$ cat src/rtl/timer_pkg.sv
// Shared types and constants for the multi-channel timer.
package timer_pkg;

  localparam logic MODE_PERIODIC = 1'b0;
  localparam logic MODE_ONESHOT  = 1'b1;

  typedef enum logic {
    ST_IDLE = 1'b0,
    ST_RUN  = 1'b1
  } ch_state_t;

  // Per-channel control strobes after decode at the top level.
  typedef struct packed {
    logic cfg_we;
    logic start;
    logic stop;
    logic irq_clr;
  } ch_ctl_t;

  // Width of a channel index; never less than one bit.
  function automatic int ch_idx_w(input int n);
    return (n > 1) ? $clog2(n) : 1;
  endfunction

endpackage

$ cat src/rtl/timer_channel.sv
// One timer channel: shadow/working period+mode, run state, count, tick, irq.
module timer_channel
  import timer_pkg::*;
#(
  parameter int          CNT_WIDTH  = 30,
  parameter int unsigned RST_PERIOD = 1000000000
) (
  input  logic                 clk,
  input  logic                 rst,
  input  ch_ctl_t              ctl,
  input  logic [CNT_WIDTH-1:0] cfg_period,
  input  logic                 cfg_mode,
  output logic                 tick,
  output logic                 active,
  output logic                 irq_pending,
  output logic [CNT_WIDTH-1:0] count
);

  localparam logic [CNT_WIDTH-1:0] RST_P = CNT_WIDTH'(RST_PERIOD);

  ch_state_t            state, state_nxt;
  logic [CNT_WIDTH-1:0] shd_period, wrk_period, count_nxt;
  logic                 shd_mode, wrk_mode;
  logic                 tick_nxt, reload;

  // Shadow registers: software-visible config, never touch the running count.
  always_ff @(posedge clk or posedge rst) begin
    if (rst) begin
      shd_period <= RST_P;
      shd_mode   <= MODE_PERIODIC;
    end else if (ctl.cfg_we) begin
      shd_period <= cfg_period;
      shd_mode   <= cfg_mode;
    end
  end

  // Next-state logic: stop beats start beats wrap beats increment.
  always_comb begin
    state_nxt = state;
    count_nxt = count;
    tick_nxt  = 1'b0;
    reload    = 1'b0;
    case (state)
      ST_IDLE: begin
        if (ctl.start && !ctl.stop) begin
          state_nxt = ST_RUN;
          count_nxt = '0;
          reload    = 1'b1;
        end
      end
      ST_RUN: begin
        if (ctl.stop) begin
          state_nxt = ST_IDLE;
        end else if (ctl.start) begin
          count_nxt = '0;
          reload    = 1'b1;
        end else if (count == wrk_period) begin
          tick_nxt  = 1'b1;
          count_nxt = '0;
          reload    = 1'b1;
          if (wrk_mode == MODE_ONESHOT) state_nxt = ST_IDLE;
        end else begin
          count_nxt = count + CNT_WIDTH'(1);
        end
      end
      default: state_nxt = ST_IDLE;
    endcase
  end

  // State, count, tick and working copy of the shadow config.
  always_ff @(posedge clk or posedge rst) begin
    if (rst) begin
      state      <= ST_IDLE;
      count      <= '0;
      tick       <= 1'b0;
      wrk_period <= RST_P;
      wrk_mode   <= MODE_PERIODIC;
    end else begin
      state <= state_nxt;
      count <= count_nxt;
      tick  <= tick_nxt;
      if (reload) begin
        wrk_period <= shd_period;
        wrk_mode   <= shd_mode;
      end
    end
  end

  // Sticky pending flag; a tick on the same edge as a clear wins.
  always_ff @(posedge clk or posedge rst) begin
    if (rst)              irq_pending <= 1'b0;
    else if (tick_nxt)    irq_pending <= 1'b1;
    else if (ctl.irq_clr) irq_pending <= 1'b0;
  end

  assign active = (state == ST_RUN);

endmodule

$ cat src/rtl/multi_timer.sv
// NUM_CH independent programmable timers sharing one config write port.
module multi_timer
  import timer_pkg::*;
#(
  parameter int          NUM_CH     = 4,
  parameter int          CNT_WIDTH  = 30,
  parameter int unsigned RST_PERIOD = 1000000000
) (
  input  logic                           clk,
  input  logic                           rst,
  input  logic                           cfg_we,
  input  logic [ch_idx_w(NUM_CH)-1:0]    cfg_ch,
  input  logic [CNT_WIDTH-1:0]           cfg_period,
  input  logic                           cfg_mode,
  input  logic [NUM_CH-1:0]              start,
  input  logic [NUM_CH-1:0]              stop,
  input  logic [NUM_CH-1:0]              irq_clr,
  output logic [NUM_CH-1:0]              tick,
  output logic [NUM_CH-1:0]              active,
  output logic [NUM_CH-1:0]              irq_pending,
  output logic [NUM_CH*CNT_WIDTH-1:0]    count
);

  localparam int IDX_W = ch_idx_w(NUM_CH);

  ch_ctl_t [NUM_CH-1:0]                ctl;
  logic    [NUM_CH-1:0][CNT_WIDTH-1:0] cnt_arr;

  // Index decode only matches real channels, so out-of-range writes drop.
  for (genvar i = 0; i < NUM_CH; i++) begin : g_ch
    assign ctl[i].cfg_we  = cfg_we && (cfg_ch == IDX_W'(i));
    assign ctl[i].start   = start[i];
    assign ctl[i].stop    = stop[i];
    assign ctl[i].irq_clr = irq_clr[i];

    timer_channel #(
      .CNT_WIDTH  (CNT_WIDTH),
      .RST_PERIOD (RST_PERIOD)
    ) u_ch (
      .clk         (clk),
      .rst         (rst),
      .ctl         (ctl[i]),
      .cfg_period  (cfg_period),
      .cfg_mode    (cfg_mode),
      .tick        (tick[i]),
      .active      (active[i]),
      .irq_pending (irq_pending[i]),
      .count       (cnt_arr[i])
    );
  end

  assign count = cnt_arr;

endmodule

$ cat config.mk
export PLATFORM = sky130hd
export DESIGN_NAME = multi_timer
export DESIGN_NICKNAME = d
export VERILOG_FILES = /design/src/rtl/timer_pkg.sv /design/src/rtl/timer_channel.sv /design/src/rtl/multi_timer.sv
export SDC_FILE = /design/constraint.sdc
export NUM_CORES = 1
export LEC_CHECK = 0
export CAP_MARGIN = 20
export CELL_PAD_IN_SITES_DETAIL_PLACEMENT = 0
export CELL_PAD_IN_SITES_GLOBAL_PLACEMENT = 1
export CORE_ASPECT_RATIO = 0.8
export CORE_MARGIN = 8
export CORE_UTILIZATION = 40
export CTS_CLUSTER_DIAMETER = 200
export CTS_CLUSTER_SIZE = 40
export DETAILED_ROUTE_END_ITERATION = 10
export PLACE_DENSITY_LB_ADDON = 0.15
export REMOVE_ABC_BUFFERS = 1
export SETUP_SLACK_MARGIN = 0.3
export SLEW_MARGIN = 30
export SYNTH_ARGS = -nofsm -noshare
export SYNTH_HDL_FRONTEND = slang
export SYNTH_SLANG_ARGS = --single-unit
$ cat constraint.sdc
create_clock -name clk -period 21.5 [get_ports clk]
set_clock_uncertainty 0.05 [all_clocks]
set_input_delay 6.45 -clock clk [delete_from_list [all_inputs] [get_ports clk]]
set_output_delay 6.45 -clock clk [all_outputs]
set_load 0.1 [all_outputs]
==> flow_summary.yaml <==
cts:
  cts-hold-fix-buffers: 0
  h-tree-depth: 1
  numClockSinks: 380
  clk_pin_slew_worst_paths_ns: 0.14
  cts_buffers: 13
  cts_setup_buffers: 0
  cts.path.max_buffers: 3
  clk-insertion-delay-late_ns: 0.53
  cts_tree: "built"
  clockRootBuffer: "clkbuf_16"
  cts_resized: 0
critical_path:
  cp.required_ns: 22.04
  rr_worst_depth: 7
  arrival_ns: 9.69
  rrSetupSlack_ns: 18.49
  critPathMostFrequentCell: "buf_6"
  critPathBufInv: 5
  start_kind: "input pin"
  r2r_end: "g_ch[0].u_ch.wrk_period[4]"
  rr_startpoint: "g_ch[0].u_ch.count[15]"
  critical_path_class: "input pin to async pin"
  critical_path.max_fanout: 104
  critPathMaxStageDelay_ns: 0.73
  cp_top_family: "buffers and inverters"
  endpoint_kind: "async pin"
  cp_slowest_cell: "buf_4"
  crit_chain: "clkdlybuf4s50_1 > inv_8 > buf_4 > buf_6 > buf_6"
run_status:
  status: "finished, final reports clean"
power:
  peakVddDrop_mv: 0.0498
  p_per_area_mw_per_mm2: 76.8
  leakage_nw: 7.99
  power_mw: 1.60
global_route:
  grt-busiest-layer: "met2"
  met2_usage: 0.284
  grt_pass1_vias: 11889
  antenna_found_initial: 5
  grt_pass1_wl_um: 73900
  gr-total-overflow: 0
  grt_max_degree: 105
  grt_use_met3: 0.0218
  grt_use_met1: 0.269
  grt_usage: 0.180
cells_and_area:
  utilization: 0.459
  drive_above_1_share: 0.258
  final_area_mm2: 0.0208
  synthToLayoutAreaGrowth_pct: 14.3
  final_nets: 1671
placement:
  globalplace.congestion: 0.779
  hpwlAfterDp_um: 34200
  place_ws_ns: 11.06
  port_buffers: 179
  postPlaceCellArea_mm2: 0.0205
floorplanning:
  core_mm2: 0.0454
  rows: 70
  io_pins: 180
  die_y_um: 207
  die_x_um: 255
  start_util: 0.402
  die_area_mm2: 0.0527
route:
  first_pass_iters: 6
  antenna_left: 0
  vias_per_cell: 5.35
  wl_per_cell_um: 21.4
  initialDrtViolationCount: 785
  post-route-drc-count: 0
  routed-via-count: 11995
  totalWireLength_um: 47800
sta:
  slew_headroom: 0.322
  fmax_mhz: 109
  setup_ws_ns: 12.35
  post-route-period-util: 0.426
  setup_viol: 0
  rsz0062_at_grt: "no"
  finalCriticalPeriod_ns: 9.15
  slew_viol_final: 0
  setup_tns_ns: 0
  final_hold_viol_count: 0
  worst_pin_slew_ns: 1.01
yosys:
  synth_edf_count: 0
  synthCells: 1495
  synth_top_cell_area_share: 0.379
  synthesis.area_mm2: 0.0182
  synthArstFlopShare: 1.00
  synth.area.top_cells: "dfrtp_1 (38%), dfstp_2 (15%), mux2_2 (12%), xnor2_1 (6.0%), mux2_4 (4.5%)"
  syn_avg_cell_area_um2: 12.2
  synth_warnings: 0
  synth-seq-cells: 380
  yosys.area.top_type: "dfrtp_1"
  seq_area_frac_synth: 0.529
  synth-main-ff-cell: "dfrtp_1"
  ys_types: 57
min_path:
  worstHoldPathCells: 1
  hold_end: "g_ch[2].u_ch.wrk_period[16]"
  worstHoldStart: "g_ch[2].u_ch.shd_period[16]"
  worstHoldPathType: "flop to flop"
flow_run:
  cap_viol_max_count: 0
-- how the worst max path moves through the flow --
stage	from	cells past startpoint	slack, ns	end
floorplan	rst	1	4.61	g_ch[0].u_ch.active
global placement	rst	5	11.08	g_ch[3].u_ch.count[18]
detailed placement	rst	5	11.06	g_ch[3].u_ch.count[18]
CTS	rst	5	11.65	g_ch[2].u_ch.shd_period[16]
global route	rst	5	11.87	g_ch[2].u_ch.count[17]
finish	rst	5	12.35	g_ch[2].u_ch.count[18]
-- cell type report --
class / instances / area, um^2
Multi-Input combinational cell: 1006 / 8030
Sequential cell: 380 / 9640
Antenna cell: 3 / 7.51
Fill cell: 4182 / 24500
Clock inverter: 1 / 20.0
Clock buffer: 20 / 352
Timing Repair Buffer: 199 / 1950
Tap cell: 612 / 766
Inverter: 19 / 78.8
-- Yosys cell counts (4+ instances only) --
cell        n
nand3_1    80
a41oi_1     4
buf_1      12
buf_4      19
xor2_1     10
clkbuf_1   39
a22o_1      9
o311ai_0   13
nand2_1   104
nor4_2      4
ha_1        4
and2_1      5
nand4_1    67
or2_2       5
a211oi_1   15
xnor2_1   124
and4_1     13
buf_2      10
dfrtp_1   276
nor3_1      8
dfstp_2   104
o22ai_1     4
nor2_1     32
mux2_2    193
buf_6       7
a21oi_1    62
nor3b_1     5
nand3b_1    8
nand2b_1    9
a21o_1      6
inv_1      19
nor4_4      5
mux2_4     55
and3_1     31
mux2i_1    53
o21ai_0    51
-- where the power goes --
group / switching (mW) / internal [mW] / total (mW)
registers: 0.0917 / 0.867 / 0.959
clock network: 0.221 / 0.119 / 0.339
logic: 0.127 / 0.175 / 0.302
-- kinds of logic after synthesis --
kind of cell | synth area share
AND/OR/NAND/NOR | 0.118
flip-flops | 0.529
multiplexers | 0.194
AO/OA/AOI/OAI | 0.0603
XOR/XNOR | 0.0644
buffers and inverters | 0.0323
adder cells (fa/ha/maj) | 0.00274
-- layer usage --
metal | share of wire | up-vias
met1 | 0.49 | 6143
met2 | 0.46 | 211
met5 | 0 | -
met3 | 0.034 | 34
met4 | 0.013 | 0
li1 | - | 5607
-- metrics by stage --
stage	hold WS, ns	cells
after CTS	0.449	2237
final	0.450	2240
after detailed placement	0.437	2216
after floorplan	0.409	1405
after global placement	0.431	2215
after global routing	0.463	2237
-- layout by cell type, fill, tap and decap left out, drive strengths merged, types with 20 or more instances in the layout --
cell,synthesis,final
dfstp,104,104
a21oi,64,64
clkdlybuf4s50,0,178
nor2,32,32
clkbuf,39,20
buf,51,21
dfrtp,276,276
mux2,249,249
xnor2,124,124
nand4,67,67
nand3,80,80
inv,19,20
o21ai,55,55
and3,31,31
mux2i,53,53
nand2,107,107
-- flip-flops by register name, summed over array words and instances (netlist names) --
signal	flops
g_ch.u_ch.wrk_mode	4
g_ch.u_ch.irq_pending	4
g_ch.u_ch.active	4
g_ch.u_ch.tick	4
g_ch.u_ch.shd_mode	4
g_ch.u_ch.count	120
g_ch.u_ch.shd_period	120
g_ch.u_ch.wrk_period	120
-- worst reg2reg max path: stages (launching register included) --
cell and delay, ns:
dfrtp_1 0.62, xnor2_1 0.18, nand4_1 0.16, nor4_4 0.72, nand2_4 0.13, o21ai_4 0.17
buf_4 0.50, mux2_4 0.38
Note: power is estimated with default switching activity, not from simulation.
==> edit (config.mk and constraints unchanged) <==
Put a register stage on the output `count`, without a reset. The value now appears one clock later. The other outputs are not delayed to match.
--- a/src/rtl/multi_timer.sv
+++ b/src/rtl/multi_timer.sv
@@ -23,4 +23,6 @@
 
   localparam int IDX_W = ch_idx_w(NUM_CH);
+
+  logic [NUM_CH*CNT_WIDTH-1:0] count_d;
 
   ch_ctl_t [NUM_CH-1:0]                ctl;
@@ -50,5 +52,9 @@
   end
 
-  assign count = cnt_arr;
+  assign count_d = cnt_arr;
+
+  always_ff @(posedge clk) begin
+      count <= count_d;
+  end
 
 endmodule
Function: changed (a bounded check fails within 4 cycles, from zero or initial values and one cycle with rst high).
==> edit against the unedited design <==
  * Total power increased by 18%
  * Utilization increased by 0.45 points
  * Global-route usage decreased by 1.0 points
  * Fmax increased by 5.4%
  * Worst setup slack improved by 0.46 ns
  * Design area increased by 11%
  * Register-to-register slack got worse by 0.31 ns
  * Area after synthesis increased by 10%
  * Sequential cell count increased by 120
  * Routed wire length increased by 3.4%
==> edit: results (changes against the unedited design) <==
Hold Path End=count[59]; synth top area cells=dfrtp_1 (34%), mux2_2 (14%), dfstp_2 (14%), dfxtp_1 (12%), xor2_1 (3.9%); Syn Inst Count=1618 (+8.2%); M2 GR Usage=26.98% (-1.4 points); Vias/cell=5.153 (-3.8%); Worst Setup SP=g_ch[2].u_ch.active; Post-Synth Adder-Cell Area=0.2489% (-0.025 points); pin count of the biggest net entering global routing=185 (+76%); Critical R2R Launch=g_ch[1].u_ch.count[23]; initial drt markers=699 (-11%); vias in the first global route=12920 (+8.7%); first-pass GRT wire length=78.00 mm (+5.5%); RR Endpoint=g_ch[1].u_ch.wrk_period[26]; worst rel slew slack=32.66% (+0.43 points); peak supply drop=0.05129 mV (+3.0%); Routed Wire Length=49.48 mm (+3.4%); share of post-route cells with drive strength above 1=23.12% (-2.7 points); met3 Track Usage GR=2.263% (+0.086 points); Post-DP Area=22500 sq um (+10%); n_diodes=0 (-3); DR WL met3=1.840 mm (+14%); critical path data arrival time=2.18 ns (-7.51 ns); Crit-path slowest cell=clkdlybuf4s50_1; met2 routed WL=22.71 mm (+3.1%); grt met1 use=25.12% (-1.7 points); hold-critical path depth=0 (-1); fraction of registers with async set/reset=76.00% (-24 points); Synth Area in XOR/XNOR=6.927% (+0.49 points); clk_lat worst skew=0.57 ns (+0.04 ns); DR WL/cell=20.36 um (-4.7%); Synth top cells by count=dfrtp_1 (276), mux2_2 (246), dfxtp_1 (120); drt first pass iters=4 (-2); routed length on met1=24.35 mm (+3.2%); dpl cells=2401 (+8.3%); register area share after synthesis=59.90% (+7.0 points); antenna violations before repair=6 (+1); worst hold start=g_ch[1].u_ch.count[29]; pre-CTS setup slack=11.96 ns (+0.9004 ns); multiplexer area fraction after synthesis=14.04% (-5.4 points); timing endpoint of the critical path=active[2]; hpwl dp=34.59 mm (+1.2%); clock buffer count from CTS=16 (+3); Crit path largest cell delay=1.17 ns (+0.44 ns); Yosys cell types=57 (unchanged); Synth Area in Compound Gates=5.091% (-0.94 points); Total GRT Usage=16.96% (-1.0 points); leakage=0.009185 uW (+15%); Final GP Congestion=0.7699 (-1.2%); status=finished clean; final worst path period need=8.685 ns (-0.4648 ns); # nets final=1798 (+7.6%); Hold Slack=0.4253 ns (-0.02474 ns); reg2reg setup slack=18.18 ns (-0.31 ns)
edit: cell count changes in the layout (fill, tap and decap cells not counted), sizes merged, moves of 13 or more:
cell,unedited run,this run
mux2i,53,3
o311ai,13,27
xor2,10,89
xnor2,124,70
a21oi,64,16
dfxtp,0,120
nor2,32,88
or3,0,14
a211oi,15,0
and3,31,11
a21o,6,19
nor4,10,33
nor3,9,23
nand3,80,61
edit: final cells by class:
cell class	count	area, sq um	area share [%]
clock inverters	1	20.02	0.08684
inverters	25	106.4	0.4613
well taps	675	844.6	3.663
repair buffers	194	1977	8.575
clock buffers	27	462.9	2.008
flip-flops and latches	500	12040	52.23
multi-input cells	1009	7601	32.97
edit: power by group:
| part | leakage, uW | total (uW) | switching [uW] | internal, uW |
|---|---|---|---|---|
| clock network | 0.000231 | 433 | 279 | 154 |
| logic | 0.00334 | 275 | 125 | 150 |
| registers | 0.00561 | 1180 | 85.9 | 1100 |
